File: config.mk
export PLATFORM = sky130hd
export DESIGN_NAME = wb_dma_copy
export DESIGN_NICKNAME = d
export VERILOG_FILES = /design/src/rtl/wb_dma_copy_pkg.sv /design/src/rtl/wb_dma_copy.sv
export SDC_FILE = /design/constraint.sdc
export NUM_CORES = 1
export LEC_CHECK = 0
export BUFFER_PORTS_ARGS = -buffer_cell sky130_fd_sc_hd__buf_2
export CAP_MARGIN = 20
export CORE_MARGIN = 1
export CORE_UTILIZATION = 40
export DETAILED_ROUTE_END_ITERATION = 10
export SKIP_CTS_REPAIR_TIMING = 1
export SLEW_MARGIN = 25
export SYNTH_ARGS = -nofsm -noshare
export SYNTH_HDL_FRONTEND = slang
export SYNTH_SLANG_ARGS = --single-unit
File: constraint.sdc
create_clock -name clk -period 5 [get_ports clk]
set_input_delay 1 -clock clk [delete_from_list [all_inputs] [get_ports clk]]
set_output_delay 1 -clock clk [all_outputs]
set_load 0.03 [all_outputs]
File: src/rtl/wb_dma_copy_pkg.sv
// wb_dma_copy_pkg: register offsets, CSR bit positions and FSM states shared by the copy engine and its bench
package wb_dma_copy_pkg;
  localparam logic [1:0] REG_CSR = 2'd0;
  localparam logic [1:0] REG_SRC = 2'd1;
  localparam logic [1:0] REG_DST = 2'd2;
  localparam logic [1:0] REG_LEN = 2'd3;
  localparam int BIT_BUSY = 0;
  localparam int BIT_DONE = 1;
  localparam int BIT_ABORTED = 2;
  localparam int BIT_ABORT = 3;
  localparam int BIT_START = 4;
  typedef enum logic [2:0] {S_IDLE, S_RD, S_WGAP, S_WR, S_NEXT, S_FIN} state_t;
endpackage

File: src/rtl/wb_dma_copy.sv
// wb_dma_copy: word-granular memory-to-memory copy engine with a CSR slave and one Wishbone-style master
module wb_dma_copy
  import wb_dma_copy_pkg::*;
#(
  parameter int AW = 16,
  parameter int DW = 32,
  parameter int MW = DW / 8,
  parameter int LW = 16
) (
  input  logic          clk,
  input  logic          rst,
  input  logic [1:0]    c_addr,
  output logic [DW-1:0] c_rdata,
  input  logic [DW-1:0] c_wdata,
  input  logic          c_we,
  input  logic          c_cyc,
  output logic          c_ack,
  output logic [AW-1:0] m_addr,
  input  logic [DW-1:0] m_rdata,
  output logic [DW-1:0] m_wdata,
  output logic [MW-1:0] m_wmsk,
  output logic          m_we,
  output logic          m_cyc,
  input  logic          m_ack,
  output logic          irq
);
  state_t state;
  logic busy, done, aborted, abort_pend;
  logic [AW-1:0] src, dst;
  logic [LW-1:0] len;
  logic csr_wr, ctl_wr, cfg_wr, start, abort;
  logic unused_wdata;
  assign csr_wr = c_cyc && c_ack && c_we;
  assign ctl_wr = csr_wr && c_addr == REG_CSR;
  assign cfg_wr = csr_wr && !busy;
  assign start = ctl_wr && c_wdata[BIT_START] && !busy;
  assign abort = ctl_wr && c_wdata[BIT_ABORT] && busy;
  assign unused_wdata = ^c_wdata;
  assign m_wmsk = '0;
  assign irq = done;
  always_comb
    c_rdata = !c_ack ? '0 :
              c_addr == REG_CSR ? DW'({aborted, done, busy}) :
              c_addr == REG_SRC ? DW'(src) :
              c_addr == REG_DST ? DW'(dst) : DW'(len);
  always_ff @(posedge clk or posedge rst) begin
    if (rst) begin
      state <= S_IDLE;
      busy <= 1'b0;
      done <= 1'b0;
      aborted <= 1'b0;
      abort_pend <= 1'b0;
      src <= '0;
      dst <= '0;
      len <= '0;
      c_ack <= 1'b0;
      m_addr <= '0;
      m_wdata <= '0;
      m_we <= 1'b0;
      m_cyc <= 1'b0;
    end else begin
      c_ack <= c_cyc && !c_ack;
      if (cfg_wr && c_addr == REG_SRC) src <= c_wdata[AW-1:0];
      if (cfg_wr && c_addr == REG_DST) dst <= c_wdata[AW-1:0];
      if (cfg_wr && c_addr == REG_LEN) len <= c_wdata[LW-1:0];
      case (state)
        S_IDLE: if (start) begin
          busy <= 1'b1;
          done <= 1'b0;
          aborted <= 1'b0;
          abort_pend <= 1'b0;
          state <= len == '0 ? S_FIN : S_RD;
          m_cyc <= len != '0;
          m_we <= 1'b0;
          m_addr <= src;
        end
        S_RD: if (m_ack) begin
          m_wdata <= m_rdata;
          m_cyc <= 1'b0;
          state <= S_WGAP;
        end
        S_WGAP: if (abort_pend) state <= S_FIN;
        else begin
          state <= S_WR;
          m_cyc <= 1'b1;
          m_we <= 1'b1;
          m_addr <= dst;
        end
        S_WR: if (m_ack) begin
          m_cyc <= 1'b0;
          m_we <= 1'b0;
          state <= S_NEXT;
        end
        S_NEXT: begin
          src <= src + 1'b1;
          dst <= dst + 1'b1;
          len <= len - 1'b1;
          if (len != LW'(1) && !abort_pend) begin
            state <= S_RD;
            m_cyc <= 1'b1;
            m_addr <= src + 1'b1;
          end else state <= S_FIN;
        end
        S_FIN: begin
          busy <= 1'b0;
          done <= 1'b1;
          aborted <= abort_pend;
          abort_pend <= 1'b0;
          state <= S_IDLE;
        end
        default: state <= S_IDLE;
      endcase
      // software W1C/pulse writes win over same-cycle FSM updates
      if (abort) abort_pend <= 1'b1;
      if (ctl_wr && c_wdata[BIT_DONE]) done <= 1'b0;
      if (ctl_wr && c_wdata[BIT_ABORTED]) aborted <= 1'b0;
    end
  end
endmodule

# Word-level counts from Yosys, hierarchy flattened
# Index checks and enable logic that the tools add are counted.
op_classes:
  addsub: 3
  eq_ne: 18
  muxes: 36
  n_reduce_logical: 42
ops:
  columns: ["operator", "n"]
  rows:
  - ["$mux W16", 13]
  - ["$pmux W16 S3", 1]
  - ["$add A16 B1 Y16 const B", 2]
  - ["$mux W3", 6]
  - ["$logic_not A16 Y1", 1]
  - ["$ne A16 B1 Y1 const B", 1]
  - ["$reduce_bool A16 Y1", 1]
  - ["$sub A16 B1 Y16 const B", 1]
  - ["$logic_and A1 B1 Y1", 15]
  - ["$pmux W3 S5", 1]
  - ["$reduce_bool A3 Y1", 5]
  - ["$ne A2 B2 Y1 const B", 5]
  - ["$reduce_and A2 Y1", 5]
  - ["$mux W1", 9]
  - ["$ne A3 B3 Y1 const B", 3]
  - ["$pmux W1 S2", 4]
  - ["$reduce_and A4 Y1", 2]
  - ["$reduce_bool A2 Y1", 4]
  - ["$eq A3 B2 Y1 const B", 2]
  - ["$eq A3 B3 Y1 const B", 2]
  - ["$reduce_and A5 Y1", 1]
  - ["$eq A2 B2 Y1 const B", 2]
  - ["$pmux W1 S4", 1]
  - ["$reduce_bool A4 Y1", 1]
  - ["9 further kinds", 11]
totals:
  regBits: 106
  in_bits: 71
  output_inout_bits: 88
  elab_cells: 112

# Longest topological paths before layout
# Gate-level depths: netlist of run 1.
logic_depth:
  depth_word: 8
  ltp_mapped: 9
  ltp_nobuf: 7

# Least setup slack after synthesis of run 1
# Ideal clock, no wire load.
synth_path:
  path_type: "input -> output"
  startpoint: "input port c_addr[0]"
  endpoint: "output port c_rdata[5]"
  t_arrival_ns: 2.311
  required_ns: 4.000
  setup_slack_ns: 1.689
  stages: 5
  n_path_buf: 2
  path_cell_list: "clkbuf_1 nor2b_1 clkbuf_1 a22oi_1 nor2b_1"
synth_between:
  elab_chain_len: 5
  word_cells_on_any_way: 7
  classes_between: "eq/ne: 2; mux: 4; reduce/logical: 1"
synth_lines:
  columns: ["item", "line_no", "rtl"]
  rows:
  - ["from (decl)", "wb_dma_copy.sv:12", "input logic [1:0] c_addr,"]
  - ["$eq A2 B2 Y1", "wb_dma_copy.sv:45", "c_addr == REG_DST ? DW'(dst) : DW'(len);"]
  - ["$mux W16", "wb_dma_copy.sv:45", null]
  - ["$mux W16", "wb_dma_copy.sv:44", "c_addr == REG_SRC ? DW'(src) :"]
  - ["$mux W16 *", "wb_dma_copy.sv:43", "c_addr == REG_CSR ? DW'({aborted, done, busy}) :"]
  - ["$mux W16 *", "wb_dma_copy.sv:42", "c_rdata = !c_ack ? '0 :"]
  - ["to (decl)", "wb_dma_copy.sv:13", "output logic [DW-1:0] c_rdata,"]
# Mark *: on every way between the ends. The rest lies on a longest branch, timed or not.

# Worst setup path in the final report of run 1
layout_path:
  startpoint: "input port c_addr[1]"
  endpoint: "output port c_rdata[15]"
# Same word-level chain as after synthesis.

==> results of run 1 <==
## worst paths after layout
path,cells after the start,slack (ns),endpoint,startpoint
setup / recovery,5,1.06,c_rdata[15],c_addr[1]
hold / removal,1,0.49,m_addr[10],m_addr[10]
setup reg to reg,5,2.21,m_addr[7],state[1]
hold reg to reg,1,0.49,m_addr[10],m_addr[10]
max in group asynchronous,3,3.37,len[2],rst
min in group asynchronous,2,0.78,m_wdata[4],rst
## metrics by stage
stage               instances  instance area [sq um]
floorplan                 685                   6500
global placement          953                   7066
detailed placement        953                   7066
CTS                       968                   7345
global route              968                   7347
finish                    968                   7347
## synthesized netlist by cell type, types with 14 or more instances
cell      number
a211oi_1      15
buf_4         20
nor2b_1       16
clkbuf_1      31
nor2_1        56
a21oi_1       24
dfrtp_1      106
a22oi_1       22
nand3_1       20
nor3_1        27
mux2_2        49
o21ai_0       26
a221o_1       14
buf_2         15
nand2_1       55
## final cells by class
class / instances / share of cell area [%]
clock buffer: 9 / 3.065
clock inverter: 6 / 0.7323
inverter: 8 / 0.4768
multi-input combinational: 500 / 47.10
sequential: 106 / 36.10
tap: 211 / 3.593
timing repair buffer: 128 / 8.924
## registers in the layout (all words and copies together), names as in the netlist, 3 cells and up
signal and count:
dst 16, m_wdata 32, state 3, len 16, m_addr 16, src 16
## layout by cell type, fill, tap and decap left out, types with 7 or more instances in the layout
cell type / Yosys / layout
mux2_4: 9 / 9
nor2_1: 56 / 56
o22ai_1: 8 / 8
nand2_1: 55 / 55
o22a_1: 7 / 7
nand4_1: 9 / 9
nor4_1: 7 / 7
conb_1: 1 / 20
nor3_1: 27 / 26
inv_1: 8 / 7
a22oi_1: 22 / 22
o221ai_1: 8 / 8
and3_1: 9 / 9
clkbuf_16: 0 / 9
nand3_1: 20 / 20
a211oi_1: 15 / 15
dfrtp_1: 106 / 106
o21ai_0: 26 / 26
nor2b_1: 16 / 16
a221o_1: 14 / 14
a21oi_1: 24 / 24
mux2_2: 49 / 49
buf_2: 15 / 122
and4_1: 7 / 7
## metal layers
layer	wire length (um)	share of wire, %
met1	8362	46
met5	0	0
met2	8010	44
met3	1868	10
met4	135	0.73
## worst max-delay path, delay by kind of cell
family | cells | cell delay [ns]
simple gates | 2 | 1.08
buf+inv | 2 | 0.60
compound gates | 1 | 0.25
## cells by family (layout without fill, tap and decap cells)
logic type               after synthesis  count (layout)
AND/OR/NAND/NOR                      241             241
other                                  1              20
multiplexers                          65              65
flip-flops                           106             106
XOR/XNOR                               8               8
AO/OA/AOI/OAI                        162             162
buffers and inverters                 79             151
adder cells (fa/ha/maj)                4               4
## power groups by stage
stage	sequential (mW)	clock [mW]	combinational, mW
final	1.80	0.682	2.36
after global routing	1.86	0.725	2.57
after CTS	1.78	0.701	2.36
after detailed placement	1.80	0	2.36
after global placement	1.78	0	2.32
after floorplan	1.93	0	1.56
==> summary by stage, run 1 <==
Run status
The flow ran to the end, and the final reports show no timing, DRC or antenna violations.

Setup path
For the worst setup path, the data required time is 4.00 ns. The critical path goes through buf_2 > nor2b_1 > a22oi_1 > nor2b_1 > buf_2. The peak fanout along the critical path is 21. For this run, the slowest stage of the critical path takes 0.90 ns. By startpoint and endpoint, the worst setup path is classified as input pin to output pin. The cell with the biggest individual delay on the critical path is nor2b_1. STA classifies the critical path endpoint as an output pin.

The worst setup path is launched from an input pin. Data arrives at the worst endpoint at 2.94 ns.

Timing
The worst clock skew is 0.007305 ns. The number of max-slew violations in the final report is 0. Adding up every negative setup slack in the final design gives 0 ns. The hold violation count in the final report is 0. At the pin with the least slew margin, the transition time is 1.054 ns. The final count of negative-setup-slack endpoints is 0. In the finished design, the share of the clock period the worst path needs comes to 78.77%. Setup repair after global routing left no endpoint under its margin. The worst path in the final design needs a cycle of a little under 4 ns, including I/O delays and setup.

Setup slack on the critical path of the routed design comes to about 1.1 ns. Measured against its own limit, the worst slew margin works out to between 20 and 30%. Hold is met by 0.4929 ns.

The peak clock frequency supported by timing is 253.9 MHz.

Worst hold path
The tightest min-delay check is of the flip-flop to flip-flop type.

GRT
Global routing used 5.198% of the available met3 tracks. Entering global routing, the biggest net connects 81 pins. The total congestion overflow is 0. Global routing consumed, on the met1 layer, between 30% and 40% of the routing resources. For this run, global-route usage on met2 was measured as 34.31%. The layer with the highest usage is met2. In the global route stage, overall resource usage came out at 22.80%. The number of antenna violations at the first check in global routing was 0. The first global-routing pass estimated between 20,000 and 30,000 um of wire.

The via count of the first global-routing pass was 5,283.

Drt
The count of antenna-violating nets left after detailed routing is 0. For this run, design rule violations remaining after detail routing come to 0. Wires add up to 18,380 um. The number of detailed-routing iterations run before antenna repair is 6.

For this block, the initial DRC count from the detailed router was between 400 and 500. The mean number of vias per cell is 5.887. The routed layout has ~5.7k vias.

The detail-routed net length per standard cell is 18.98 um.

Logic synthesis
The cell area that synthesis handed to floorplanning was 6429 sq um. The prevailing post-synth register cell is dfrtp_1. The synthesis-stage register bit count is 106. The dominant combinational cell family by area after synthesis is simple AND/OR/NAND/NOR gates. The synthesized-area fraction occupied by and/or/nand/nor cells is 20.01%. Counting flops with an async set or reset pin after synthesis yields a share of 100.0%. The XOR/XNOR share of the synthesized area is 1.090%. The Yosys step of the flow raised 0 warnings.

The fraction of post-synthesis cell area in the top cell type by area is 41.26%. The area fraction in compound gates after synthesis is 18.22%. Yosys attributes the largest share of cell area to dfrtp_1 (41%), mux2_2 (8.6%), nor2_1 (3.3%). The synthesized netlist contains 63 unique library cells. The fraction of the mapped netlist area in adder cells is 0.7785%. Multiplexer cells account for 12.40% of the synthesized area.

The share of synthesized area occupied by flip-flops and latches is 41.26%. A synthesized cell averages 9.653 sq um. The number of synthesized flops with an enable pin is 0. Summed over all instances, the cell type with the most area after synthesis is dfrtp_1. The post-synthesis instance total is around 670.

CTS
The H-tree was split into 3 levels. The clock passes through at most 2 buffers. The clock drives between 100 and 150 sinks. At the later pin of the worst-skew pair, clock insertion delay measures 0.36 ns.

TritonCTS built the clock tree. The clock transition at the registers of the reported paths is 0.07 ns. The library cell used as clock root buffer is clkbuf_16. The number of buffers created by CTS is 9.

Final layout
In the final layout, the share of cells above drive strength 1 is 29.85%. The filler cells instantiated in the layout total 1,510. The share of the core filled with cells is between 40% and 50%.

In the final layout, the multi-input gates occupy 3461 sq um. The register cell area after layout is about 2700 sq um. The count of antenna diodes in the layout is 0. The area growth from synthesis to final layout is 14.29%. The final layout contains 828 nets.

Die
The die covers 16,580 sq um. During I/O placement, the number of pins put on the boundary was ~160. The floorplan step defined a core boundary enclosing 15,430 sq um. The number of cell rows is 45. The floorplan step set the die height to around 130 um. The floorplan step set the die width to 128.8 um. The effective utilization at floorplan is a little over two fifths.

Placement
The setup slack at placement is 1.133 ns. The post-detailed-placement half-perimeter wirelength is 13,400 um. The final weighted congestion in routability-driven placement is between 0.9 and 1. The number of buffers inserted by port buffering is 122.

Power
Sequential cells burn 37.2% of the power. The clock network fraction of total power is 14.1%. The cell leakage power is between 3 and 4 nW. VDD sags by at most 0.0002743 V. The internal power contribution is 2.581 mW. For this design the ratio of total power to cell area is 658.8 nW/um^2. Summing internal, switching and leakage power gives 4.840 mW.

The switching fraction of total power is 46.67%. The switching power is roughly 2.3 mW. The share of total power in combinational logic is 48.8%.

Job
Across the run, the number of max-cap violations was 0.
Power figures use the tool's default switching activity.
==> run 2, diff against run 1 <==
==> constraint.sdc (replaced) <==
create_clock -name clk -period 4.05 [get_ports clk]
set_input_delay 0.81 -clock clk [delete_from_list [all_inputs] [get_ports clk]]
set_output_delay 0.81 -clock clk [all_outputs]
set_load 0.03 [all_outputs]
==> run 2 against run 1 <==
  * First-iteration DRC count decreased by 26%
  * Clock skew down 0.0020 ns
  * Critical path type unchanged
  * Utilization is 0.28 points higher
  * Highest routed layer is now met5
==> summary by stage, run 2 (synthesized netlist as in run 1, its figures left out) <==
Die
The core outline area came to 15,430 sq um (unchanged). The die width is 128.8 um (unchanged). The effective utilization at floorplan is 41.67% (unchanged). The overall die area was 16,580 sq um (unchanged). The die outline height is 128.8 um (unchanged). The boundary pin count is 159 (unchanged). The number of cell rows is 45 (unchanged).

Power
The register share of total power is 37.0% (-0.2 points). The power per cell area is 812.0 nW/um^2 (+23%). The internal power contribution is 3.207 mW (+24%). The switching fraction of total power was 46.56% (-0.12 points). The clock network fraction of total power is 14.3% (+0.2 points). The total chip power was 6.001 mW (+24%). The cell leakage power is 3.145 nW (+1.0%).

The worst supply voltage drop on vdd was 0.0002977 V (+8.5%). The share of total power in combinational logic was 48.7% (about the same). The switching power is 2.794 mW (+24%).

CTS
The buffer depth of the longest clock path came to 2 (unchanged). The library cell used as clock root buffer is clkbuf_16. The clock tree from TritonCTS is done. The insertion delay to the later sink of the worst-skew pair is 0.36 ns (about the same). The number of buffers created by CTS is 9 (unchanged). The clock transition at the registers of the reported paths is 0.08 ns (about the same). The clock net sink count is 106 (unchanged). The H-tree depth is 3 (unchanged).

Placement
The number of buffers inserted by port buffering is 122 (unchanged). The setup slack at placement is 1.008 ns (-0.1253 ns). The number of cells after detailed placement is 958 (+0.52%).

The final weighted congestion in routability-driven placement came to 0.8974 (-4.1%). The post-detailed-placement half-perimeter wirelength came to 13,850 um (+3.4%). The instance area after placement came to 7103 sq um (+0.53%).

Final layout
The register cell area after layout came to 2653 sq um (unchanged). The cell area after layout is 7390 sq um (+0.58%). The fraction of layout instances using a drive strength above 1 is 30.28% (+0.42 points). The most frequent standard cell in the layout excluding fill and tap cells is buf_2.

Relative to the synthesized area, the layout overhead comes to 14.95%. The filler cell count is 1,480 (-2.0%). The library cells used most frequently in the layout, excluding fill and tap cells, are buf_2 (122), dfrtp_1 (106), nor2_1 (56).

The area of the multi-input gates is 3461 sq um (unchanged). The final-stage net count is 833 (+0.60%). The register with the most flip-flops is m_wdata. The number of flip-flops under the largest register name is 32 (unchanged). The count of antenna diodes in the layout is 0 (unchanged). The post-layout instance count excluding filler cells came to 974 (+0.62%).

Timing
After layout, the minimum clock period comes to 2.937 ns. The total negative slack was 0 ns (unchanged). The transition time of the tightest slew-check pin is 0.9218 ns (-0.1320 ns). Of the available clock period, the critical path in the final layout requires between 70 and 80%. The number of max-slew violations in the final report is 0 (unchanged). The minimum setup slack in the final design is 1.113 ns (+0.05162 ns).

The hold violation count in the final report is 0 (unchanged). The final count of negative-setup-slack endpoints is 0 (unchanged). The max-slew headroom at the worst pin is 38.35% (+8.7 points).

Setup repair after global routing left no endpoint under its margin. The peak clock frequency supported by timing is 340.5 MHz. The worst clock skew is 0.005340 ns (-0.001965 ns).

GRT
The overall global routing resource usage is 22.65% (-0.15 points). The first-pass GRT wire length is 28,920 um (-0.64%). The number of antenna violations at the first check in global routing is 1 (+1). The total congestion overflow is 0 (unchanged). The maximum number of pins on one net before global-route repair is 63 (-22%). The via count of the first global-routing pass is 5,441 (+3.0%).

Drt
The number of detailed-routing iterations run before antenna repair is 5 (-1). The total wire length after detailed routing is 18,280 um (-0.51%). The detail-routed net length per standard cell is 18.77 um (-1.1%). The count of antenna-violating nets left after detailed routing is 0 (unchanged). The violation count after the first detailed-route iteration is 353 (-26%).

The mean number of vias per cell was 5.804 (-1.4%). The via count came to 5,653 (-0.81%). The final routed DRC violation total came to 0 (unchanged).

Setup path
The sort of element at the end of the critical path is an output pin. The required time at the endpoint of the critical path is 3.24 ns (-0.76 ns). The startpoint of the most critical register-to-register path is state[2]. The peak fanout along the critical path is 21 (unchanged).

The worst setup path startpoint is c_addr[0]. STA classifies the critical path startpoint as an input pin. The worst setup path is of the input pin to output pin kind. The signal arrival time at the worst endpoint is 2.13 ns (-0.81 ns).

Job
The reported max-cap violation count is 0 (unchanged).

Run status
The run finished with clean final reports.

Worst hold path
The class of the tightest hold or removal check is flip-flop to flip-flop. The startpoint of the worst hold path is m_addr[10].
run 2: critical path, cell delays in order:
cell,delay (ns)
buf_2,0.23
nor2b_1,0.37
buf_4,0.24
a22oi_1,0.10
nor2b_1,0.16
buf_2,0.22
run 2: metrics by stage:
stage,hold WS (ns),util (%)
6_report,0.4945,47.90
5_1_grt,0.5188,47.90
4_1_cts,0.5021,47.90
3_5_place_dp,0.4845,46.04
3_3_place_gp,0.4622,46.04
2_1_floorplan,0.4653,-
run 2: power by group through the flow:
stage	Combinational, mW	Clock, mW	Sequential [mW]
detailed placement	2.92	0	2.23
finish	2.92	0.859	2.22
global placement	2.86	0	2.19
global route	3.16	0.929	2.30
floorplan	1.92	0	2.39
CTS	2.93	0.884	2.20
run 2: worst paths after layout:
kind	endpoint	slack [ns]	depth (start not counted)
max reg2reg	m_addr[8]	1.14	5
min in group asynchronous	m_wdata[5]	0.60	2
min	m_addr[10]	0.49	1
min reg2reg	m_addr[10]	0.49	1
max	c_rdata[4]	1.11	6
max in group asynchronous	m_wdata[3]	2.58	3
run 2: per-layer routing:
| metal | vias up | share of wire (%) | track usage (%) |
|---|---|---|---|
| li1 | 2637 | - | - |
| met1 | 2717 | 47 | 31.35 |
| met2 | 274 | 44 | 35.68 |
| met3 | 23 | 8.4 | 5.198 |
| met4 | 2 | 1.2 | 5.882 |
| met5 | - | 0.071 | 0 |
run 2: area by class of cell:
| cell class | count | share of cell area, % |
|---|---|---|
| multi-input cells | 500 | 46.83 |
| flip-flops and latches | 106 | 35.90 |
| clock buffers | 10 | 3.099 |
| well taps | 211 | 3.573 |
| repair buffers | 133 | 9.380 |
| clock inverters | 6 | 0.7789 |
| inverters | 8 | 0.4402 |
==> run 3, diff against run 2 <==
--- a/config.mk
+++ b/config.mk
@@ -5,6 +5,7 @@
 export SDC_FILE = /design/constraint.sdc
 export NUM_CORES = 1
 export LEC_CHECK = 0
+export ABC_AREA = 1
 export BUFFER_PORTS_ARGS = -buffer_cell sky130_fd_sc_hd__buf_2
 export CAP_MARGIN = 20
 export CORE_MARGIN = 1
==> constraint.sdc (replaced) <==
create_clock -name clk -period 2.87 [get_ports clk]
set_input_delay 0.574 -clock clk [delete_from_list [all_inputs] [get_ports clk]]
set_output_delay 0.574 -clock clk [all_outputs]
set_load 0.03 [all_outputs]
==> run 3 against run 2 <==
  * Utilization increased by 0.19 points
  * Flip-flop and latch count unchanged
  * Hold slack got worse by 0.16 ns
  * Critical path type unchanged
==> summary by stage, run 3 <==
Setup path
The worst setup path is of the input pin to output pin kind. The worst setup slack for register-to-register paths is 0.82 ns (-0.32 ns). The sort of element at the end of the critical path is an output pin. The required time at the endpoint of the critical path was 2.30 ns (-0.94 ns). The cell count of the worst reg-to-reg path was 6 (+1).

For this design, the slowest cell found on the critical path is nand2_1. The critical path goes through buf_2 > inv_2 > nand2_1 > buf_4 > nand2_1 > o21ai_0 > o21ai_0 > inv_1 > buf_2. The capturing point of the worst reg2reg path is state[2]. The startpoint of the most critical register-to-register path is len[0].

The critical path buffer and inverter count was 5 (+2). The signal arrival time at the worst endpoint is 2.07 ns (-0.06 ns). The largest incremental delay on the critical path is 0.35 ns (-0.02 ns). The worst setup path is launched from an input pin.

The peak fanout along the critical path is 21 (unchanged). On the critical path the largest part of the delay comes from buffers and inverters.

CTS
The clock transition at the registers of the reported paths is 0.08 ns (about the same). The insertion delay to the later sink of the worst-skew pair is 0.36 ns (about the same). CTS placed an instance of clkbuf_16 at the clock tree root.

The clock tree from TritonCTS is done. The buffer depth of the longest clock path is 2 (unchanged). The H-tree depth came to 3 (unchanged).

The clock net sink count is 106 (unchanged). The number of buffers created by CTS is 9 (unchanged).

Timing
The total negative slack was 0 ns (unchanged). Setup repair after global routing left no endpoint under its margin. The final count of negative-setup-slack endpoints is 0 (unchanged).

For this run, the top clock speed supported by timing is 377.9 MHz. The worst path uses 92.21% of the clock period. The worst clock skew came to 0.01289 ns (+0.007551 ns).

The max-slew headroom at the worst pin is 54.19% (+16 points). The transition time of the tightest slew-check pin is 0.6819 ns (-0.2399 ns). The hold violation count in the final report is 0 (unchanged).

The number of max-slew violations in the final report is 0 (unchanged). The clock period minus worst slack is between 2 and 3 ns. The worst hold slack after final layout is 0.3375 ns (-0.1570 ns).

Logic synthesis
By area the synthesized netlist is led by dfrtp_1 (42%), nand2_1 (13%), mux2_1 (5.3%). The fraction of registers with async set or reset after synthesis is 100.0% (unchanged). By count the netlist is led by nand2_1 (220), dfrtp_1 (106), nor2_1 (89). The share of synthesized area occupied by flip-flops and latches is 41.75% (+0.49 points). The prevailing post-synth register cell is dfrtp_1. The most frequent cell after synthesis is nand2_1. The mean instance size in the synthesized netlist is 7.510 sq um (-22%). The fraction of post-synthesis cell area in the top cell type by area was 41.75% (+0.49 points). The post-synthesis cell type count is 35 (-44%). The count of yosys warnings during synthesis was 0 (unchanged). The number of synthesized flops with an enable pin is 0 (unchanged). The post-synthesis instance total is 846 (+27%).

The synthesized cell area was 6354 sq um (-1.2%). The synthesis-stage register bit count is 106 (unchanged). dfrtp_1 takes more of the synthesized area than any other cell.

Power
The cell leakage power is 4.049 nW (+29%). The register share of total power is 49.7% (+13 points). The internal power contribution is 2.192 mW (-32%). The power per cell area is 410.8 nW/um^2 (-49%). The share of total power in combinational logic came to 8.6% (-40 points). The switching power is 0.8444 mW (-70%). The worst supply voltage drop on vdd was 0.0002667 V (-10%). The switching fraction of total power is 27.81% (-19 points). The clock network fraction of total power is 41.7% (+27 points).

Die
The boundary pin count came to 159 (unchanged). The number of cell rows is 45 (unchanged). The core outline area is 15,370 sq um (-0.36%). The effective utilization at floorplan is 41.33% (-0.34 points). The die width is 128.0 um (-0.58%). The die outline height is 128.0 um (-0.58%). The overall die area was 16,390 sq um (-1.2%).

Drt
The via count is 5,872 (+3.9%). The mean number of vias per cell came to 4.993 (-14%). The count of antenna-violating nets left after detailed routing is 0 (unchanged).

The violation count after the first detailed-route iteration is 501 (+42%). The total wire length after detailed routing is 17,340 um (-5.1%). The detail-routed net length per standard cell came to 14.75 um (-21%).

The final routed DRC violation total is 0 (unchanged). The number of detailed-routing iterations run before antenna repair is 5 (unchanged).

GRT
The met2 track utilization from global routing was 35.55% (-0.13 points). The fraction of met3 tracks used by global routing is 3.255% (-1.9 points). The first-pass GRT wire length is 27,950 um (-3.4%). The via count of the first global-routing pass is 5,337 (-1.9%). The global routing met1 resource utilization was 30.36% (-0.98 points). The maximum number of pins on one net before global-route repair was 75 (+19%). The overall global routing resource usage is 22.14% (-0.51 points).

The total congestion overflow is 0 (unchanged). The number of antenna violations at the first check in global routing came to 0 (-1). The layer with the highest usage is met2.

Final layout
The number of flip-flops under the largest register name is 32 (unchanged). The filler cell count came to 1,551 (+4.8%). The count of antenna diodes in the layout is 0 (unchanged). The final-stage net count was 1,035 (+24%). The share of the core filled with cells is 48.09% (+0.19 points).

Counting flops per register, the top entry is m_wdata. Leaving out fill and tap cells, the most frequent cells in the layout are nand2_1 (220), buf_2 (122), dfrtp_1 (106). The fraction of layout instances using a drive strength above 1 is 18.65% (-12 points). Compared with the post-synthesis result, the final layout area differs by 16.35%. The most frequent standard cell in the layout excluding fill and tap cells is nand2_1.

Placement
The number of buffers inserted by port buffering came to 122 (unchanged). The post-detailed-placement half-perimeter wirelength is 13,380 um (-3.4%). The final weighted congestion in routability-driven placement came to 0.8823 (-1.7%).

Run status
The run finished with clean final reports.

Job
The reported max-cap violation count is 0 (unchanged).

Worst hold path
The class of the tightest hold or removal check is input pin to asynchronous set/reset pin.
[run 3: per-layer routing]
metal / vias to the layer above / routed length [um]
li1: 2976 / -
met1: 2680 / 8108
met2: 189 / 7930
met3: 27 / 954
met4: 0 / 351
met5: - / 0
[run 3: worst max-delay path by stage]
stage               startpoint           to  slack (ns)  cells past startpoint
floorplan            c_addr[1]   c_rdata[1]        0.55                      6
global placement     c_addr[0]   c_rdata[9]        0.27                      9
detailed placement   c_addr[0]  c_rdata[13]        0.26                      9
CTS                  c_addr[0]  c_rdata[13]        0.26                      9
global route         c_addr[0]   c_rdata[9]        0.02                      9
finish               c_addr[0]   c_rdata[9]        0.22                      9
[run 3: cell type report]
class / instances / area, sq um / share of cell area [%]
Clock buffer: 9 / 225.2 / 3.047
Clock inverter: 7 / 82.58 / 1.117
Inverter: 95 / 365.4 / 4.942
Multi-Input combinational cell: 616 / 3092 / 41.82
Sequential cell: 106 / 2653 / 35.88
Tap cell: 211 / 264.0 / 3.571
Timing Repair Buffer: 132 / 710.7 / 9.614
[run 3: through the flow]
step                      worst slack, ns  area, sq um  std cells  power (mW)
after floorplan                    0.5491         6429        865       1.724
after global placement             0.2674         7084       1160       1.800
after detailed placement           0.2650         7084       1160       1.801
after CTS                          0.2618         7392       1176       3.065
after global routing              0.02272         7392       1176       3.165
final                              0.2236         7392       1176       3.037
[run 3: power groups by stage]
stage / sequential, mW / combinational [mW] / clock (mW)
final: 1.51 / 0.260 / 1.27
after global routing: 1.51 / 0.289 / 1.36
after CTS: 1.51 / 0.263 / 1.29
after detailed placement: 1.54 / 0.262 / 0
after global placement: 1.54 / 0.260 / 0
after floorplan: 1.54 / 0.186 / 0
[run 3: kinds of logic (layout without fill, tap and decap cells)]
logic type,after synthesis,after routing,share of synthesized area [%]
compound gates,151,151,13.57
buf+inv,143,243,10.71
flops,106,106,41.75
other cells,1,20,0.05902
xor+xnor,7,7,0.9650
mux,32,32,5.671
simple gates,402,402,26.49
fa+ha+maj,4,4,0.7877
[run 3: worst min-delay path: cells and delay by family]
family | cells | cell delay (ns)
buf+inv | 3 | 0.53
